[config.mk]
export PLATFORM = sky130hd
export DESIGN_NAME = cost_ctrl_flat
export DESIGN_NICKNAME = d
export VERILOG_FILES = /design/src/rtl/cost_ctrl_pkg.sv /design/src/rtl/cost_ctrl_if.sv /design/src/rtl/cost_term.sv /design/src/rtl/cost_ctrl.sv /design/src/flat_wrapper.sv
export SDC_FILE = /design/constraint.sdc
export NUM_CORES = 2
export LEC_CHECK = 0
export BUFFER_PORTS_ARGS = -buffer_cell sky130_fd_sc_hd__clkbuf_2
export CAP_MARGIN = 20
export CORE_MARGIN = 2
export CORE_UTILIZATION = 50
export DETAILED_ROUTE_END_ITERATION = 6
export PLACE_DENSITY_LB_ADDON = 0.2
export SYNTH_ARGS = -nofsm -noshare
export SYNTH_HDL_FRONTEND = slang
export SYNTH_SLANG_ARGS = --single-unit
[constraint.sdc]
create_clock -name clk -period 4.5 [get_ports clk]
set_clock_uncertainty 0.1 [all_clocks]
set_input_delay 0.225 -clock clk [delete_from_list [all_inputs] [get_ports clk]]
set_output_delay 0.225 -clock clk [all_outputs]
set_load 0.005 [all_outputs]
[src/rtl/cost_ctrl_pkg.sv]
`default_nettype none
// ============================================================================
//  Module      : cost_ctrl_pkg
//  Description : Shared constants for the batch cost controller: FSM state
//                encoding, fixed-point ONE, accumulator saturation value.
//  Revision    : 1.0  initial release
// ============================================================================
package cost_ctrl_pkg;

    localparam int C_DEF_WIDTH = 32;
    localparam int C_DEF_FRAC  = 24;
    localparam int C_CNT_W     = 16;

    // FSM encoding
    localparam logic [1:0] S_IDLE = 2'd0;
    localparam logic [1:0] S_ACC  = 2'd1;
    localparam logic [1:0] S_DONE = 2'd2;

    // Largest positive value of a 64-bit signed word; a WIDTH-bit user shifts
    // it right by (64-WIDTH) to get 2^(WIDTH-1)-1.
    localparam logic [63:0] C_SAT_64 = 64'h7FFF_FFFF_FFFF_FFFF;

    // Fixed-point 1.0 for a given number of fractional bits
    function automatic logic [63:0] fx_one(input int frac);
        return 64'd1 << frac;
    endfunction

    localparam logic [63:0] C_ONE = fx_one(C_DEF_FRAC);

endpackage
`default_nettype wire

[src/rtl/cost_ctrl_if.sv]
`default_nettype none
// ============================================================================
//  Module      : cost_ctrl_if
//  Description : Sample stream (valid/ready plus two error words) feeding the
//                cost controller.
//  Revision    : 1.0  initial release
// ============================================================================
interface cost_ctrl_if
    import cost_ctrl_pkg::*;
#(
    parameter int WIDTH = C_DEF_WIDTH
);
    logic                    i_valid;
    logic                    i_ready;
    logic signed [WIDTH-1:0] i_d1;
    logic signed [WIDTH-1:0] i_d2;

    modport master (output i_valid, output i_d1, output i_d2, input  i_ready);
    modport slave  (input  i_valid, input  i_d1, input  i_d2, output i_ready);
endinterface
`default_nettype wire

[src/rtl/cost_term.sv]
`default_nettype none
// ============================================================================
//  Module      : cost_term
//  Description : Half sum of squared errors, (sq(d1)+sq(d2)) >> 1, where sq
//                keeps bits [WIDTH+FRAC-1:FRAC] of the full product.
//  Revision    : 1.0  initial release
// ============================================================================
module cost_term
    import cost_ctrl_pkg::*;
#(
    parameter int WIDTH = C_DEF_WIDTH,
    parameter int FRAC  = C_DEF_FRAC
) (
    input  logic signed [WIDTH-1:0] i_d1,
    input  logic signed [WIDTH-1:0] i_d2,
    output logic        [WIDTH-1:0] term
);
    logic signed [2*WIDTH-1:0] w_p1, w_p2;
    logic        [2*WIDTH-1:0] w_s1, w_s2;
    logic        [WIDTH:0]     w_sum;
    logic                      w_unused;

    assign w_p1 = i_d1 * i_d1;
    assign w_p2 = i_d2 * i_d2;
    assign w_s1 = w_p1 >> FRAC;
    assign w_s2 = w_p2 >> FRAC;

    // The kept square slices are magnitudes; adding them one bit wider keeps
    // the carry, so the halved result is never negative and fits WIDTH bits.
    assign w_sum = {1'b0, w_s1[WIDTH-1:0]} + {1'b0, w_s2[WIDTH-1:0]};
    assign term  = w_sum[WIDTH:1];

    assign w_unused = ^{w_s1[2*WIDTH-1:WIDTH], w_s2[2*WIDTH-1:WIDTH], w_sum[0]};
endmodule
`default_nettype wire

[src/rtl/cost_ctrl.sv]
`default_nettype none
// ============================================================================
//  Module      : cost_ctrl
//  Description : Accumulates a saturating batch cost over NSAMPLE accepted
//                samples, then publishes cost, convergence flag and epoch.
//  Revision    : 1.0  initial release
// ============================================================================
module cost_ctrl
    import cost_ctrl_pkg::*;
#(
    parameter int WIDTH   = C_DEF_WIDTH,
    parameter int FRAC    = C_DEF_FRAC,
    parameter int NSAMPLE = 4,
    parameter int EPW     = 16
) (
    input  logic                    clk,
    input  logic                    rst,
    input  logic                    start,
    input  logic                    abort,
    cost_ctrl_if.slave              s_if,
    input  logic signed [WIDTH-1:0] thresh,
    output logic signed [WIDTH-1:0] o_cost,
    output logic                    o_done,
    output logic                    o_conv,
    output logic                    o_busy,
    output logic [EPW-1:0]          o_epoch
);
    localparam logic [WIDTH-1:0]   c_SAT      = WIDTH'(C_SAT_64 >> (64 - WIDTH));
    localparam logic [C_CNT_W-1:0] c_NSAMPLE  = C_CNT_W'(NSAMPLE);

    logic [1:0]              state_q, state_d;
    logic [WIDTH-1:0]        acc_q,   acc_d;
    logic [C_CNT_W-1:0]      cnt_q,   cnt_d;
    logic signed [WIDTH-1:0] cost_q,  cost_d;
    logic                    conv_q,  conv_d;
    logic                    done_q,  done_d;
    logic [EPW-1:0]          epoch_q, epoch_d;

    logic [WIDTH-1:0]        w_term;
    logic [WIDTH:0]          w_sum;

    cost_term #(
        .WIDTH (WIDTH),
        .FRAC  (FRAC)
    ) u_term (
        .i_d1  (s_if.i_d1),
        .i_d2  (s_if.i_d2),
        .term  (w_term)
    );

    // Both operands are non-negative, so one extra bit catches any overflow
    assign w_sum = {1'b0, acc_q} + {1'b0, w_term};

    // Next-state logic: batch sequencing, saturating accumulate, result capture
    always_comb begin
        state_d = state_q;
        acc_d   = acc_q;
        cnt_d   = cnt_q;
        cost_d  = cost_q;
        conv_d  = conv_q;
        done_d  = 1'b0;
        epoch_d = epoch_q;
        case (state_q)
            S_IDLE: begin
                if (start) begin
                    acc_d   = '0;
                    cnt_d   = '0;
                    state_d = S_ACC;
                end
            end
            S_ACC: begin
                // abort takes priority, even over the final sample
                if (abort) begin
                    state_d = S_IDLE;
                end else if (s_if.i_valid) begin
                    acc_d = (w_sum > {1'b0, c_SAT}) ? c_SAT : w_sum[WIDTH-1:0];
                    cnt_d = cnt_q + 16'd1;
                    if (cnt_d == c_NSAMPLE) begin
                        state_d = S_DONE;
                    end
                end
            end
            S_DONE: begin
                cost_d  = acc_q;
                conv_d  = ($signed(acc_q) < thresh);
                done_d  = 1'b1;
                epoch_d = epoch_q + EPW'(1);
                state_d = S_IDLE;
            end
            default: begin
                state_d = S_IDLE;
            end
        endcase
    end

    // State and output registers, cleared immediately by reset
    always_ff @(posedge clk or negedge rst) begin
        if (!rst) begin
            state_q <= S_IDLE;
            acc_q   <= '0;
            cnt_q   <= '0;
            cost_q  <= '0;
            conv_q  <= 1'b0;
            done_q  <= 1'b0;
            epoch_q <= '0;
        end else begin
            state_q <= state_d;
            acc_q   <= acc_d;
            cnt_q   <= cnt_d;
            cost_q  <= cost_d;
            conv_q  <= conv_d;
            done_q  <= done_d;
            epoch_q <= epoch_d;
        end
    end

    assign s_if.i_ready = (state_q == S_ACC);
    assign o_busy       = (state_q == S_ACC);
    assign o_cost       = cost_q;
    assign o_conv       = conv_q;
    assign o_done       = done_q;
    assign o_epoch      = epoch_q;
endmodule
`default_nettype wire

[src/flat_wrapper.sv]
// flat-port wrapper written by rule: the top's interface ports become plain ports
module cost_ctrl_flat import cost_ctrl_pkg::*;
#(
    parameter int WIDTH   = C_DEF_WIDTH,
    parameter int FRAC    = C_DEF_FRAC,
    parameter int NSAMPLE = 4,
    parameter int EPW     = 16
)
  (clk, rst, start, abort, thresh, o_cost, o_done, o_conv, o_busy, o_epoch, s_if_i_valid, s_if_i_d1, s_if_i_d2, s_if_i_ready);
  cost_ctrl_if #(.WIDTH(WIDTH)) s_if_i ();
  input  logic clk;
  input  logic rst;
  input  logic start;
  input  logic abort;
  input  logic signed [WIDTH-1:0] thresh;
  output logic signed [WIDTH-1:0] o_cost;
  output logic o_done;
  output logic o_conv;
  output logic o_busy;
  output logic [EPW-1:0] o_epoch;
  input wire logic [$bits(s_if_i.i_valid)-1:0] s_if_i_valid;
  input wire logic [$bits(s_if_i.i_d1)-1:0] s_if_i_d1;
  input wire logic [$bits(s_if_i.i_d2)-1:0] s_if_i_d2;
  output wire logic [$bits(s_if_i.i_ready)-1:0] s_if_i_ready;
  assign s_if_i.i_valid = s_if_i_valid;
  assign s_if_i.i_d1 = s_if_i_d1;
  assign s_if_i.i_d2 = s_if_i_d2;
  assign s_if_i_ready = s_if_i.i_ready;
  cost_ctrl #(.WIDTH(WIDTH), .FRAC(FRAC), .NSAMPLE(NSAMPLE), .EPW(EPW)) u_core (.clk(clk), .rst(rst), .start(start), .abort(abort), .s_if(s_if_i), .thresh(thresh), .o_cost(o_cost), .o_done(o_done), .o_conv(o_conv), .o_busy(o_busy), .o_epoch(o_epoch));
endmodule
==> Word-level counts from Yosys, hierarchy flattened <==
Index checks and enable logic that the tools add are counted.
W data, S select, Z words.
{ "word_totals": {"reg_bits": 100, "latchBits": 0, "ramBits": 0, "rom_bits": 0, "input_bits": 101, "output_inout_bits": 52, "wordCells": 42, "memories": 0} }
{ "op_classes": {"n_addsub": 4, "n_mul": 2, "n_div": 0, "n_lt_le_gt_ge": 2, "n_eq_ne": 8, "n_shift": 0, "n_mux": 15, "bitwise_logic": 0, "reduce_logical": 4} }
{ "op_table": {"columns": ["cell", "count"], "rows": [
  ["$mux W32", 4],
  ["$mul A32 B32 Y56", 2],
  ["$add A32 B32 Y33", 2],
  ["$pmux W32 S2", 1],
  ["$mux W16", 3],
  ["$gt A33 B31 Y1 const B", 1],
  ["$add A16 B1 Y16 const B", 2],
  ["$lt A32 B32 Y1", 1],
  ["$pmux W16 S2", 1],
  ["$eq A16 B3 Y1 const B", 1],
  ["$mux W2", 4],
  ["$ne A3 B2 Y1 const B", 2],
  ["$ne A2 B2 Y1 const B", 2],
  ["$pmux W2 S2", 1],
  ["$reduce_and A4 Y1", 1],
  ["$reduce_and A3 Y1", 1],
  ["$eq A2 B1 Y1 const B", 1],
  ["$eq A2 B2 Y1 const B", 1],
  ["$logic_not A2 Y1", 1],
  ["$ne A2 B1 Y1 const B", 1],
  ["$reduce_bool A2 Y1", 1],
  ["$mux W1", 1]
]} }

==> Depth between registers and ports, before layout <==
{ "depth": {"ltp_word": 8, "mapped_depth": 54, "ltp_nobuf": 51} }

==> Modules after synthesis <==
From an unflattened synthesis, not the netlist that was laid out.
{ "hier_totals": {"cells_unflattened": 6866, "hier_area_um2": 65411.5} }
{ "modules_own_cells": {"columns": ["mod", "instances", "cells_each", "area_each_um2", "seq_area_each_um2"], "rows": [
  ["cost_term", 1, 6077, 58756.4, 0.0],
  ["cost_ctrl", 1, 789, 6655.1, 2502.4]
]} }

==> Least setup slack after synthesis <==
Ideal clock, no wire load.
{ "synth_timing": {"path_kind": "input -> register", "start": "input port s_if_i_d1[7]", "end": "register u_core.acc_q[1]", "setup_time_ps": 124, "arrival_ps": 11575, "t_required_ps": 4276, "slack_ps": -7299, "stages": 52, "n_path_buf": 3, "path_cell_list": "clkbuf_1 clkbuf_1 nand2_1 fa_1 inv_1 fa_1 fa_1 inv_1 fa_1 inv_1 fa_1 inv_1 fa_1 inv_1 fa_1 fa_1 ha_1 nand4_1 (+16 left out) and2_1 o21ai_0 a21o_1 xor2_1 ha_1 a21o_1 a21o_1 a21o_1 a21o_1 a221o_1 o41ai_2 o21a_1 o311a_1 o31ai_1 mux2i_1 a21oi_1 buf_2 a211o_1"} }
{ "synth_via": {"elab_chain_cells": 8} }
{ "synth_lines": {"columns": ["item", "line", "rtl"], "rows": [
  ["start, declared", "flat_wrapper.sv:22", "input wire logic [$bits(s_if_i.i_d1)-1:0] s_if_i_d1;"],
  ["$mul A32 B32 Y56 *", "cost_term.sv:23", "assign w_p1 = i_d1 * i_d1;"],
  ["$add A32 B32 Y33 *", "cost_term.sv:30", "assign w_sum = {1'b0, w_s1[WIDTH-1:0]} + {1'b0, w_s2[WIDTH-1:0]};"],
  ["$add A32 B32 Y33 *", "cost_ctrl.sv:52", "assign w_sum = {1'b0, acc_q} + {1'b0, w_term};"],
  ["$gt A33 B31 Y1", "cost_ctrl.sv:76", "acc_d = (w_sum > {1'b0, c_SAT}) ? c_SAT : w_sum[WIDTH-1:0];"],
  ["$mux W32 *", "cost_ctrl.sv:76", null],
  ["$mux W32 *", "cost_ctrl.sv:75", "end else if (s_if.i_valid) begin"],
  ["$mux W32 *", "cost_ctrl.sv:73", "if (abort) begin"],
  ["$pmux W32 S2 *", "cost_ctrl.sv:63", "case (state_q)"],
  ["end signal, assigned", "cost_ctrl.sv:100", "acc_q <= '0;"],
  ["end signal, assigned", "cost_ctrl.sv:108", "acc_q <= acc_d;"],
  ["end, declared", "cost_ctrl.sv:32", "logic [WIDTH-1:0] acc_q, acc_d;"]
]} }
Every way passes the cells marked *; elsewhere a longest branch is shown, timed or not. The select of a mux whose other input is x is not followed.
A chain may end at the register's enable or synchronous reset.

==> Worst setup path after layout <==
{ "layout_timing": {"start": "input port s_if_i_d2[7]", "end": "register u_core.acc_q[7]"} }
{ "layout_via": {"elab_chain_cells": 8} }
{ "layout_lines": {"columns": ["item", "line", "rtl"], "rows": [
  ["start, declared", "flat_wrapper.sv:23", "input wire logic [$bits(s_if_i.i_d2)-1:0] s_if_i_d2;"],
  ["$mul A32 B32 Y56 *", "cost_term.sv:24", "assign w_p2 = i_d2 * i_d2;"],
  ["$add A32 B32 Y33 *", "cost_term.sv:30", null],
  ["$add A32 B32 Y33 *", "cost_ctrl.sv:52", null],
  ["$gt A33 B31 Y1", "cost_ctrl.sv:76", null],
  ["$mux W32 *", "cost_ctrl.sv:76", null],
  ["$mux W32 *", "cost_ctrl.sv:75", null],
  ["$mux W32 *", "cost_ctrl.sv:73", null],
  ["$pmux W32 S2 *", "cost_ctrl.sv:63", null]
]} }
Marks and branches as above.

==> metrics.txt <==
worst min path class=in2reg; EDFF count, synth=0; total I/O pin count=between 150 and 200; setup ws final=-6.79 ns; net count after synthesis=between 9000 and 10000; pin count of the biggest net entering global routing=54; CP Capture Type=flip-flop; antenna viol nets, final=0; Avg Inst Size Synth=approximately 9.6 µm²; number of cells on the worst reg-to-reg path=18; root buffer selected by CTS=clkbuf_16; FF-to-FF End=u_core.acc_q[7]; Post-Layout Cell Count=about 9700; Via Count=between 40000 and 50000; Area Overhead vs Synth=21.4%; prevailing post-synth register cell=dfrtp_1; Total GRT Usage=between 20 and 30%; Remaining DRCs=0; Final period util=251%; CTS sink count=100; layout cells sized above 1=approximately a fifth; Hold Path Origin=start; routed vias/inst=4.97; die area=roughly 130000 µm²; worst hold path depth=3; DIE WIDTH=364 µm; status=finished with violations; most used cell, CP=fa_1; CTS H-tree lvls=3; grt total ovfl=0; fmax=0.0885 GHz; Min Clock Period, post-route=about 11 ns; CTS max path bufs=2; failing checks=setup timing; RSZ-0062 raised after global routing=yes; chip height=364 µm; Max-Cap Viols=0; slowest stage delay, CP=a little under 0.6 ns; post-DP HPWL=roughly 160000 µm; final core occ=60.9%; R2R Setup Slk=a little under 0.5 ns; later-pin clock latency in the skew report=approximately 0.35 ns; CP Class=in2reg; initial core utilization=between 50% and 60%; Post-layout nets=roughly 10000; reg-to-reg startpoint=u_core.acc_q[0]; post-DR wirelength/cell=between 15 and 20 µm; worst rel slew slack=a little over two fifths; Placeable Area=129000 µm²; post-synth cell types=69; cts bufs inserted=9; RD Place Congestion=0.944; post-synthesis sequential area ratio=3.86%; ANT cells=0; first-pass iteration count of the detailed router=5; vias in the first global route=between 50000 and 60000; worst path required time=about 4.6 ns; number of port buffers=around 150; commonest cells after routing, fill and taps aside=1967 x inv_1, 1786 x fa_1, 1207 x buf_4; Tightest Pin Transition=0.870 ns; Yosys warning count=0; Iter 0 DRT Violations=approximately 2500; Worst EP arrival=approximately 11 ns; Mapped Area=about 65000 µm²; #FFs+latches synth=100; Post-synth ARST share=between 90% and 100%; Routed WL=about 180000 µm; Hold Vio Cnt, Final=0; # setup viols final=31; CP startpoint kind=primary input; first-pass GRT wire length=296000 µm; Worst-path clk slew=0.07 ns; Placed Instances=9621; Critical-path top delay cell=fa_1; Hold Path End=u_core.state_q[0]; initial antenna violation count=3; largest fanout on the critical path=11; most common cell after layout, fill and taps aside=inv_1; post-synthesis cell count=about 6700; CTS tree=yes; FP Rows=132; max-slew violation count=0
synthesized netlist by cell type (38+ instances only):
cell type	n	area share, %
a21oi_1	119	0.92
ha_1	456	8.8
xnor2_1	138	1.9
fa_1	1818	56
nand2_1	697	4.0
a21o_1	81	0.94
nor2_1	213	1.2
o21ai_0	78	0.60
nand2b_1	38	0.37
clkbuf_1	204	1.2
and2_1	374	3.6
dfrtp_1	100	3.9
xor2_1	42	0.57
inv_1	1987	12
nor2b_1	53	0.51
worst max-delay path, delay by kind of cell:
family	cells	cell delay, ns
adders and majority gates	11	4.93
buffers and inverters	8	0.97
and+or+nand+nor	5	0.91
AOI/OAI and AO/OA	23	3.80
muxes	1	0.16
xor gates and xnor gates	2	0.41
state kept, by name, summed over array words and instances, names as in the netlist:
name	count
u_core.o_cost	32
u_core.state_q	2
u_core.acc_q	32
u_core.o_done	1
u_core.cnt_q	16
u_core.o_conv	1
u_core.o_epoch	16
cell families after synthesis:
group | after synthesis | synth area share, %
AO/OA/AOI/OAI | 441 | 4.60
XOR/XNOR | 182 | 2.50
buffers and inverters | 2210 | 12.8
flip-flops | 100 | 3.86
multiplexers | 9 | 0.143
AND/OR/NAND/NOR | 1518 | 11.1
adder cells (fa/ha/maj) | 2274 | 65.0
area by class of cell:
class | count | area [µm²]
Clock inverter | 7 | 81.3
Timing Repair Buffer | 1418 | 11100
Clock buffer | 9 | 225
Multi-Input combinational cell | 4424 | 55000
Inverter | 1999 | 7530
Fill cell | 11000 | 50400
Tap cell | 1742 | 2180
Sequential cell | 100 | 2500
stage by stage:
stage / cell area [µm²] / setup TNS, ns / worst slack (ns) / hold WS, ns
after CTS: 78000 / -206.05 / -6.70 / 0.0545
final: 78600 / -208.59 / -6.79 / 0.0684
after detailed placement: 76400 / -232.36 / -7.53 / 0.213
after global placement: 76400 / -228.40 / -7.38 / 0.215
after global routing: 78600 / -221.80 / -7.21 / 0.0624
after floorplan: 65000 / -209.01 / -6.75 / -0.171
what timing repair did:
action                                  CTS  global route
endpoints found under the setup margin   31            31
cloned                                    3             0
resized for setup                       231           126
hold buffers                              2             0
pin swaps                                94            60
buffers inserted                         36            24
hold endpoints to repair                 53             0
how the worst max path moves through the flow:
stage	start	to	slack, ns	cells after the start
2_1_floorplan	s_if_i_d1[6]	u_core.acc_q[0]	-6.75	52
3_3_place_gp	s_if_i_d2[4]	u_core.acc_q[17]	-7.38	49
3_5_place_dp	s_if_i_d2[4]	u_core.acc_q[18]	-7.53	48
4_1_cts	s_if_i_d2[15]	u_core.acc_q[7]	-6.70	48
5_1_grt	s_if_i_d1[2]	u_core.acc_q[3]	-7.21	52
6_report	s_if_i_d2[7]	u_core.acc_q[7]	-6.79	50
layer usage:
metal	global-route usage [%]	vias up	share of wire (%)
met5	0	-	0.012
met4	6.98	4	2.9
met3	2.90	258	5.1
met2	49.9	1126	50
met1	39.3	25000	42
li1	-	21900	-
Power is not shown: default switching activity piles up to over one toggle a cycle in this logic, so the estimate is an artifact.
